$ cat src/rtl/bus_source_decoder.sv
// Bus source decoder: turns a 5-bit source code into a one-hot drive
// enable for 24 bus sources. Whenever the source changes, a configurable
// number of dead cycles (all enables low) separates the two drivers so
// that two sources never fight on the bus.
module bus_source_decoder #(
  parameter int unsigned GAP_CYCLES = 1   // dead cycles on a source switch, 1..7
) (
  input  logic        clk_i,
  input  logic        reset_i,
  input  logic [4:0]  sel_i,
  input  logic        sel_valid_i,
  input  logic        release_i,
  input  logic        err_clr_i,
  output logic [23:0] out_en_o,
  output logic [4:0]  cur_code_o,
  output logic        busy_o,
  output logic        err_o
);

  localparam int unsigned NUM_SRC  = 24;
  localparam logic [2:0]  GAP_LOAD = 3'(GAP_CYCLES);

  typedef enum logic [1:0] {
    S_IDLE  = 2'd0,
    S_DRIVE = 2'd1,
    S_GAP   = 2'd2
  } state_e;

  state_e              state_q;
  logic [4:0]          code_q;
  logic [4:0]          pend_q;
  logic [2:0]          cnt_q;
  logic [NUM_SRC-1:0]  out_en_q;
  logic                busy_q;
  logic                err_q;

  logic                req_take;
  logic                req_legal;
  logic                req_illegal;
  logic                err_d;
  logic [4:0]          pend_d;

  // Codes 24..31 name no source.
  function automatic logic is_legal(input logic [4:0] code);
    return code < 5'(NUM_SRC);
  endfunction

  // One-hot enable for a code; illegal codes decode to no enable at all.
  function automatic logic [NUM_SRC-1:0] onehot(input logic [4:0] code);
    logic [NUM_SRC-1:0] v;
    v = '0;
    for (int i = 0; i < NUM_SRC; i++) begin
      v[i] = (code == 5'(i));
    end
    return v;
  endfunction

  // Request qualification: release masks sel_valid entirely, so a
  // simultaneous illegal code neither switches nor flags an error.
  always_comb begin
    req_take    = sel_valid_i & ~release_i;
    req_legal   = req_take & is_legal(sel_i);
    req_illegal = req_take & ~is_legal(sel_i);
    // A new illegal request wins over a coincident clear.
    err_d       = req_illegal | (err_q & ~err_clr_i);
    // Latest legal request during the gap replaces the pending code.
    pend_d      = req_legal ? sel_i : pend_q;
  end

  // Source-select FSM; every output comes straight from a register.
  always_ff @(posedge clk_i) begin
    if (reset_i) begin
      state_q  <= S_IDLE;
      code_q   <= '0;
      pend_q   <= '0;
      cnt_q    <= '0;
      out_en_q <= '0;
      busy_q   <= 1'b0;
      err_q    <= 1'b0;
    end else begin
      err_q <= err_d;
      case (state_q)
        S_IDLE: begin
          out_en_q <= '0;
          busy_q   <= 1'b0;
          if (req_legal) begin
            code_q   <= sel_i;
            out_en_q <= onehot(sel_i);
            state_q  <= S_DRIVE;
          end
        end

        S_DRIVE: begin
          if (release_i) begin
            out_en_q <= '0;
            busy_q   <= 1'b0;
            state_q  <= S_IDLE;
          end else if (req_legal && (sel_i != code_q)) begin
            // Switch: drop the current driver now, bring the new one up
            // only after the dead time has elapsed.
            pend_q   <= sel_i;
            cnt_q    <= GAP_LOAD;
            out_en_q <= '0;
            busy_q   <= 1'b1;
            state_q  <= S_GAP;
          end
          // Same code or illegal code: enable held unchanged.
        end

        S_GAP: begin
          if (release_i) begin
            pend_q   <= '0;
            cnt_q    <= '0;
            out_en_q <= '0;
            busy_q   <= 1'b0;
            state_q  <= S_IDLE;
          end else if (cnt_q <= 3'd1) begin
            // Last dead cycle: the pending source (including one
            // requested on this very cycle) takes the bus.
            code_q   <= pend_d;
            out_en_q <= onehot(pend_d);
            pend_q   <= '0;
            cnt_q    <= '0;
            busy_q   <= 1'b0;
            state_q  <= S_DRIVE;
          end else begin
            pend_q   <= pend_d;
            cnt_q    <= cnt_q - 3'd1;
            out_en_q <= '0;
            busy_q   <= 1'b1;
          end
        end

        default: begin
          pend_q   <= '0;
          cnt_q    <= '0;
          out_en_q <= '0;
          busy_q   <= 1'b0;
          state_q  <= S_IDLE;
        end
      endcase
    end
  end

  assign out_en_o   = out_en_q;
  assign cur_code_o = code_q;
  assign busy_o     = busy_q;
  assign err_o      = err_q;

endmodule

$ cat config.mk
export PLATFORM = sky130hd
export DESIGN_NAME = bus_source_decoder
export DESIGN_NICKNAME = d
export VERILOG_FILES = /design/src/rtl/bus_source_decoder.sv
export SDC_FILE = /design/constraint.sdc
export NUM_CORES = 1
export LEC_CHECK = 0
export ABC_AREA = 0
export BUFFER_PORTS_ARGS = -buffer_cell sky130_fd_sc_hd__buf_2
export CAP_MARGIN = 20
export CORE_ASPECT_RATIO = 0.6
export CORE_MARGIN = 1.5
export CORE_UTILIZATION = 42
export CTS_BUF_LIST = sky130_fd_sc_hd__clkbuf_16
export CTS_CLUSTER_DIAMETER = 50
export CTS_CLUSTER_SIZE = 25
export DETAILED_ROUTE_END_ITERATION = 12
export PLACE_DENSITY = 0.7
export SYNTH_ARGS = -nofsm -noshare
export SYNTH_HDL_FRONTEND = slang
export SYNTH_SLANG_ARGS = --single-unit
$ cat constraint.sdc
create_clock -name clk_i -period 2.7 [get_ports clk_i]
set_input_delay 0.405 -clock clk_i [delete_from_list [all_inputs] [get_ports clk_i]]
set_output_delay 0.405 -clock clk_i [all_outputs]
set_load 0.005 [all_outputs]
==> tab_implementation.tex <==
\begin{tabular}{lr}
\hline
Metric & Value \\
\hline
\multicolumn{2}{l}{\textbf{STA}} \\
Final count of hold timing violations & 0 \\
Clock skew after layout & approximately 0.0037 ns \\
RSZ-0062 raised after global routing & false \\
Final Hold Slack & 0.476 ns \\
Number of slew-limit violations in the final report & 0 \\
Worst rel slew slack & 56.4\% \\
Transition time of the tightest slew-check pin & 0.653 ns \\
Max Clk Rate & 0.433 GHz \\
Sum of negative setup slack & 0 ns \\
Final critical path time including I/O delays and setup & about 2.3 ns \\
Setup violations, final & 0 \\
Share of the clock period used by the worst path & $\sim$86\% \\
Minimum setup slack in the final design & 0.389 ns \\
\multicolumn{2}{l}{\textbf{Worst setup path}} \\
Crit. path cell count & 8 \\
Cell family contributing the most delay on the critical path & simple AND/OR/NAND/NOR gates \\
Delay of the slowest cell on the worst path & 0.58 ns \\
Startpoint of the lowest-slack register-to-register path & state\_q[1] \\
Number of cells traversed by the worst register-to-register path & 8 \\
Critical path data required time & 2.91 ns \\
Critical path startpoint category & register \\
Worst Setup SP & state\_q[1] \\
Worst EP arrival & 2.52 ns \\
Critical path class & register to register \\
Largest fanout on the critical path & 18 \\
Sum of buffers and inverters on the critical path & 2 \\
Cell type of the slowest stage on the worst timing path & sky130\_fd\_sc\_hd\_\_or4\_4 \\
Worst setup slack for register-to-register paths & just under 0.4 ns \\
Worst setup path endpoint & out\_en\_o[18] \\
Critical-path cell list & inv\_1, ha\_1, nand2b\_1, nor3\_1, a22o\_1, buf\_4, or4\_4, o211ai\_2 \\
Kind of end point of the critical path & register \\
Worst reg2reg path endpoint & out\_en\_o[18] \\
\multicolumn{2}{l}{\textbf{Drt}} \\
Remaining antenna violation count & 0 \\
Number of iterations in the first detailed-routing pass & 4 \\
Routed length per instance & 18.0 um \\
Wire length reported by the detailed router & 7.18 mm \\
Violation count after the first detailed-route iteration & $\sim$230 \\
Average vias per placed instance & around 5.8 \\
Remaining DRCs & 0 \\
Via Count & roughly 2300 \\
\multicolumn{2}{l}{\textbf{Power}} \\
Part of the total power dissipated in combinational logic & between 30\% and 40\% \\
Leakage power & about 1.2 nW \\
Share of total power in the clock network & about a third \\
Fraction of power consumed by sequential logic & 34.9\% \\
NetSw & about 0.70 mW \\
Internal power summed over all cells & roughly 1.3 mW \\
Maximum resistive drop on vdd & between 0.2 and 0.3 mV \\
Fraction of power spent switching nets & between 30\% and 40\% \\
Overall power & about 2.0 mW \\
Power density relative to cell area & $\sim$680 nW/um\^{}2 \\
\multicolumn{2}{l}{\textbf{GRT}} \\
Number of antenna violations at the first check in global routing & 0 \\
Global route total overflow & 0 \\
Vias in the first global route & around 2100 \\
Maximum number of pins on one net before global-route repair & 30 \\
GRT Overall Usage & approximately a quarter \\
Global-route wire length before repair & approximately 12 mm \\
\multicolumn{2}{l}{\textbf{Layout}} \\
Number of cells in the finished layout apart from fillers & 400 \\
Core utilization of the finished layout & between 50 and 60\% \\
Summed area of non-filler cells in the final layout & 2940 um\^{}2 \\
Antenna diode instance count & 0 \\
Layout net count & 335 \\
FILL cells & between 500 and 600 \\
Area overhead of the layout relative to synthesis & 17.0\% \\
Share of layout cells above drive strength 1 & 24.4\% \\
\multicolumn{2}{l}{\textbf{Logic synthesis}} \\
Post-Syn Instances & $\sim$280 \\
Yosys warning count & 0 \\
Xor and xnor fraction of the mapped netlist area & 2.04\% \\
Cell area after technology mapping & between 2000 and 3000 um\^{}2 \\
Main synth FF type & sky130\_fd\_sc\_hd\_\_dfxtp\_1 \\
Syn nets & 300 \\
Simple-gate share of the synthesized area & a little over a quarter \\
Synthesis-stage register bit count & around 40 \\
Number of enable flip-flop cells after synthesis & 0 \\
Fraction of synthesized area in multiplexers & 3.98\% \\
Synthesized area divided by synthesized cell count & 8.86 um\^{}2 \\
Fraction of the mapped netlist area in adder cells & between 2 and 3\% \\
Count of different cell masters after synthesis & 60 \\
Synth Area in Compound Gates & a little over a quarter \\
Fraction of synthesis flops using an asynchronous set or reset pin & 0\% \\
Sequential fraction of the synthesis area & 32.6\% \\
Largest family of logic cells by synthesized area & simple AND/OR/NAND/NOR gates \\
\multicolumn{2}{l}{\textbf{Run}} \\
Maximum Capacitance Violations & 0 \\
\multicolumn{2}{l}{\textbf{Clock tree}} \\
Clock edge transition at the registers on the reported setup and hold paths & 0.06 ns \\
H-Tree Depth & 2 \\
Root Driver & sky130\_fd\_sc\_hd\_\_clkbuf\_16 \\
Number of gates given a new drive strength after cts & 0 \\
Number of buffers inserted to repair setup after CTS & 0 \\
Cts bufs inserted & 5 \\
Maximum buffer depth of the clock tree & 2 \\
Clock sink count & 41 \\
Clock latency on the worst-skew pair & between 0.2 and 0.3 ns \\
Count of hold buffers inserted by post-cts repair & 0 \\
CTS tree & done \\
\multicolumn{2}{l}{\textbf{Worst hold path}} \\
HP Class & register to register \\
\multicolumn{2}{l}{\textbf{Floorplan}} \\
Area of the core region & between 5000 and 6000 um\^{}2 \\
Vert. Die Dim & 63.0 um \\
Die Footprint & $\sim$6500 um\^{}2 \\
Number of placement rows & 21 \\
Starting utilization of the core area & 44.3\% \\
Io pins & about 40 \\
X dimension of the die & 103 um \\
\multicolumn{2}{l}{\textbf{Placed design}} \\
Count of port buffers added during placement & 40 \\
Placed instance count & 392 \\
Placement Cell Area & 2780 um\^{}2 \\
Half-perimeter wire length of the detailed placement result & approximately 5.3 mm \\
RD Place Congestion & about 1.0 \\
Setup slack after placement & around 0.41 ns \\
\multicolumn{2}{l}{\textbf{Outcome}} \\
Result of the run & finished, final reports clean \\
\hline
\end{tabular}
## logic make-up (layout without fill, tap and decap cells)
group	after synthesis	after routing
compound gates	81	81
xor+xnor	5	5
fa+ha+maj	6	6
buf+inv	31	67
flops	41	41
mux	10	10
simple gates	110	110
## power groups by stage
stage / clock (mW) / combinational (mW) / sequential (mW)
5_1_grt: 0.714 / 0.692 / 0.707
3_3_place_gp: 0 / 0.621 / 0.713
6_report: 0.668 / 0.639 / 0.701
4_1_cts: 0.679 / 0.625 / 0.701
2_1_floorplan: 0 / 0.447 / 0.709
3_5_place_dp: 0 / 0.621 / 0.714
## worst min path at each step
stage | start | endpoint | slack [ns] | cells past startpoint
6_report | cnt_q[1] | cnt_q[1] | 0.48 | 2
3_5_place_dp | out_en_o[8] | out_en_o[8] | 0.46 | 1
2_1_floorplan | cnt_q[1] | cnt_q[1] | 0.44 | 2
4_1_cts | err_clr_i | err_o | 0.47 | 4
3_3_place_gp | cnt_q[1] | cnt_q[1] | 0.46 | 2
5_1_grt | err_clr_i | err_o | 0.48 | 4
## state kept, by name, indices dropped and copies added (netlist names)
name	cells
cur_code_o	5
out_en_o	24
err_o	1
busy_o	1
state_q	2
cnt_q	3
pend_q	5
## area by class of cell
class                   count  area [um^2]  share of cell area, %
inverters                  10         37.5                   1.27
multi-input cells         212         1560                   52.8
clock buffers               5          125                   4.25
well taps                  80          100                   3.40
clock inverters             3         37.5                   1.27
flip-flops and latches     41          821                   27.9
repair buffers             49          268                   9.09
## per-layer routing
layer | global-route usage, % | part of all wire [%] | up-vias
li1 | - | - | 1144
met1 | 40.9 | 55 | 1079
met2 | 27.6 | 37 | 93
met3 | 5.37 | 7.9 | 5
met4 | 5.24 | 0.58 | 0
met5 | 0 | 0 | -
## cells in the mapped netlist (all sizes together), types with 2 or more instances
master  instances  area [um^2]
dfxtp          41          821
nor2           19         71.3
nand2          15         63.8
clkbuf         14         52.6
nand3b         12         90.1
a22o           11         96.3
inv            10         37.5
mux2i          10          100
nand3          10         50.1
nor3           10         60.1
o31ai          10         75.1
a21oi           9         45.0
nor2b           9         56.3
o211ai          9          108
nand2b          8         57.6
buf             7         50.1
or4             7         63.8
ha              6         75.1
o21ai           6         30.0
a211oi          5         42.5
o32ai           5         43.8
xor2            5         51.3
a22oi           4         35.0
nor3b           4         30.0
a211o           3         26.3
a31oi           3         18.8
nand4           3         18.8
or3             3         23.8
a32oi           2         17.5
and2            2         12.5
and2b           2         16.3
nor4            2         12.5
o21a            2         15.0
o31a            2         17.5
o41ai           2         17.5
## layout by cell type (no fill, tap or decap), types with 2 or more instances in the layout
cell,synthesis,final
sky130_fd_sc_hd__or4_4,3,3
sky130_fd_sc_hd__xor2_1,4,4
sky130_fd_sc_hd__nor3b_1,4,4
sky130_fd_sc_hd__a22oi_1,3,3
sky130_fd_sc_hd__or4_1,4,4
sky130_fd_sc_hd__buf_2,4,40
sky130_fd_sc_hd__o211ai_2,8,8
sky130_fd_sc_hd__inv_1,10,11
sky130_fd_sc_hd__nor2b_1,9,9
sky130_fd_sc_hd__nor4_1,2,2
sky130_fd_sc_hd__nor3_1,8,8
sky130_fd_sc_hd__o21a_1,2,2
sky130_fd_sc_hd__nor2_1,19,19
sky130_fd_sc_hd__and2_1,2,2
sky130_fd_sc_hd__a31oi_1,3,3
sky130_fd_sc_hd__a211o_1,3,3
sky130_fd_sc_hd__a22o_1,11,11
sky130_fd_sc_hd__a32oi_1,2,2
sky130_fd_sc_hd__a211oi_1,4,4
sky130_fd_sc_hd__buf_4,1,9
sky130_fd_sc_hd__nand3b_1,12,12
sky130_fd_sc_hd__clkbuf_16,0,5
sky130_fd_sc_hd__o21ai_1,3,3
sky130_fd_sc_hd__o31ai_1,10,10
sky130_fd_sc_hd__nand3_1,10,10
sky130_fd_sc_hd__o41ai_1,2,2
sky130_fd_sc_hd__o21ai_0,3,3
sky130_fd_sc_hd__nand4_1,3,3
sky130_fd_sc_hd__o31a_1,2,2
sky130_fd_sc_hd__nand2b_1,7,7
sky130_fd_sc_hd__o32ai_1,5,5
sky130_fd_sc_hd__ha_1,6,6
sky130_fd_sc_hd__nor3_2,2,2
sky130_fd_sc_hd__mux2i_1,10,10
sky130_fd_sc_hd__or3_1,2,2
sky130_fd_sc_hd__a21oi_1,9,9
sky130_fd_sc_hd__dfxtp_1,41,41
sky130_fd_sc_hd__nand2_1,14,14
## worst min-delay path, delay by kind of cell (launching register included)
kind / cells / cell delay (ns)
flip-flops: 1 / 0.32
AO/OA/AOI/OAI: 1 / 0.05
AND/OR/NAND/NOR: 1 / 0.06
Power figures use the tool's default switching activity.
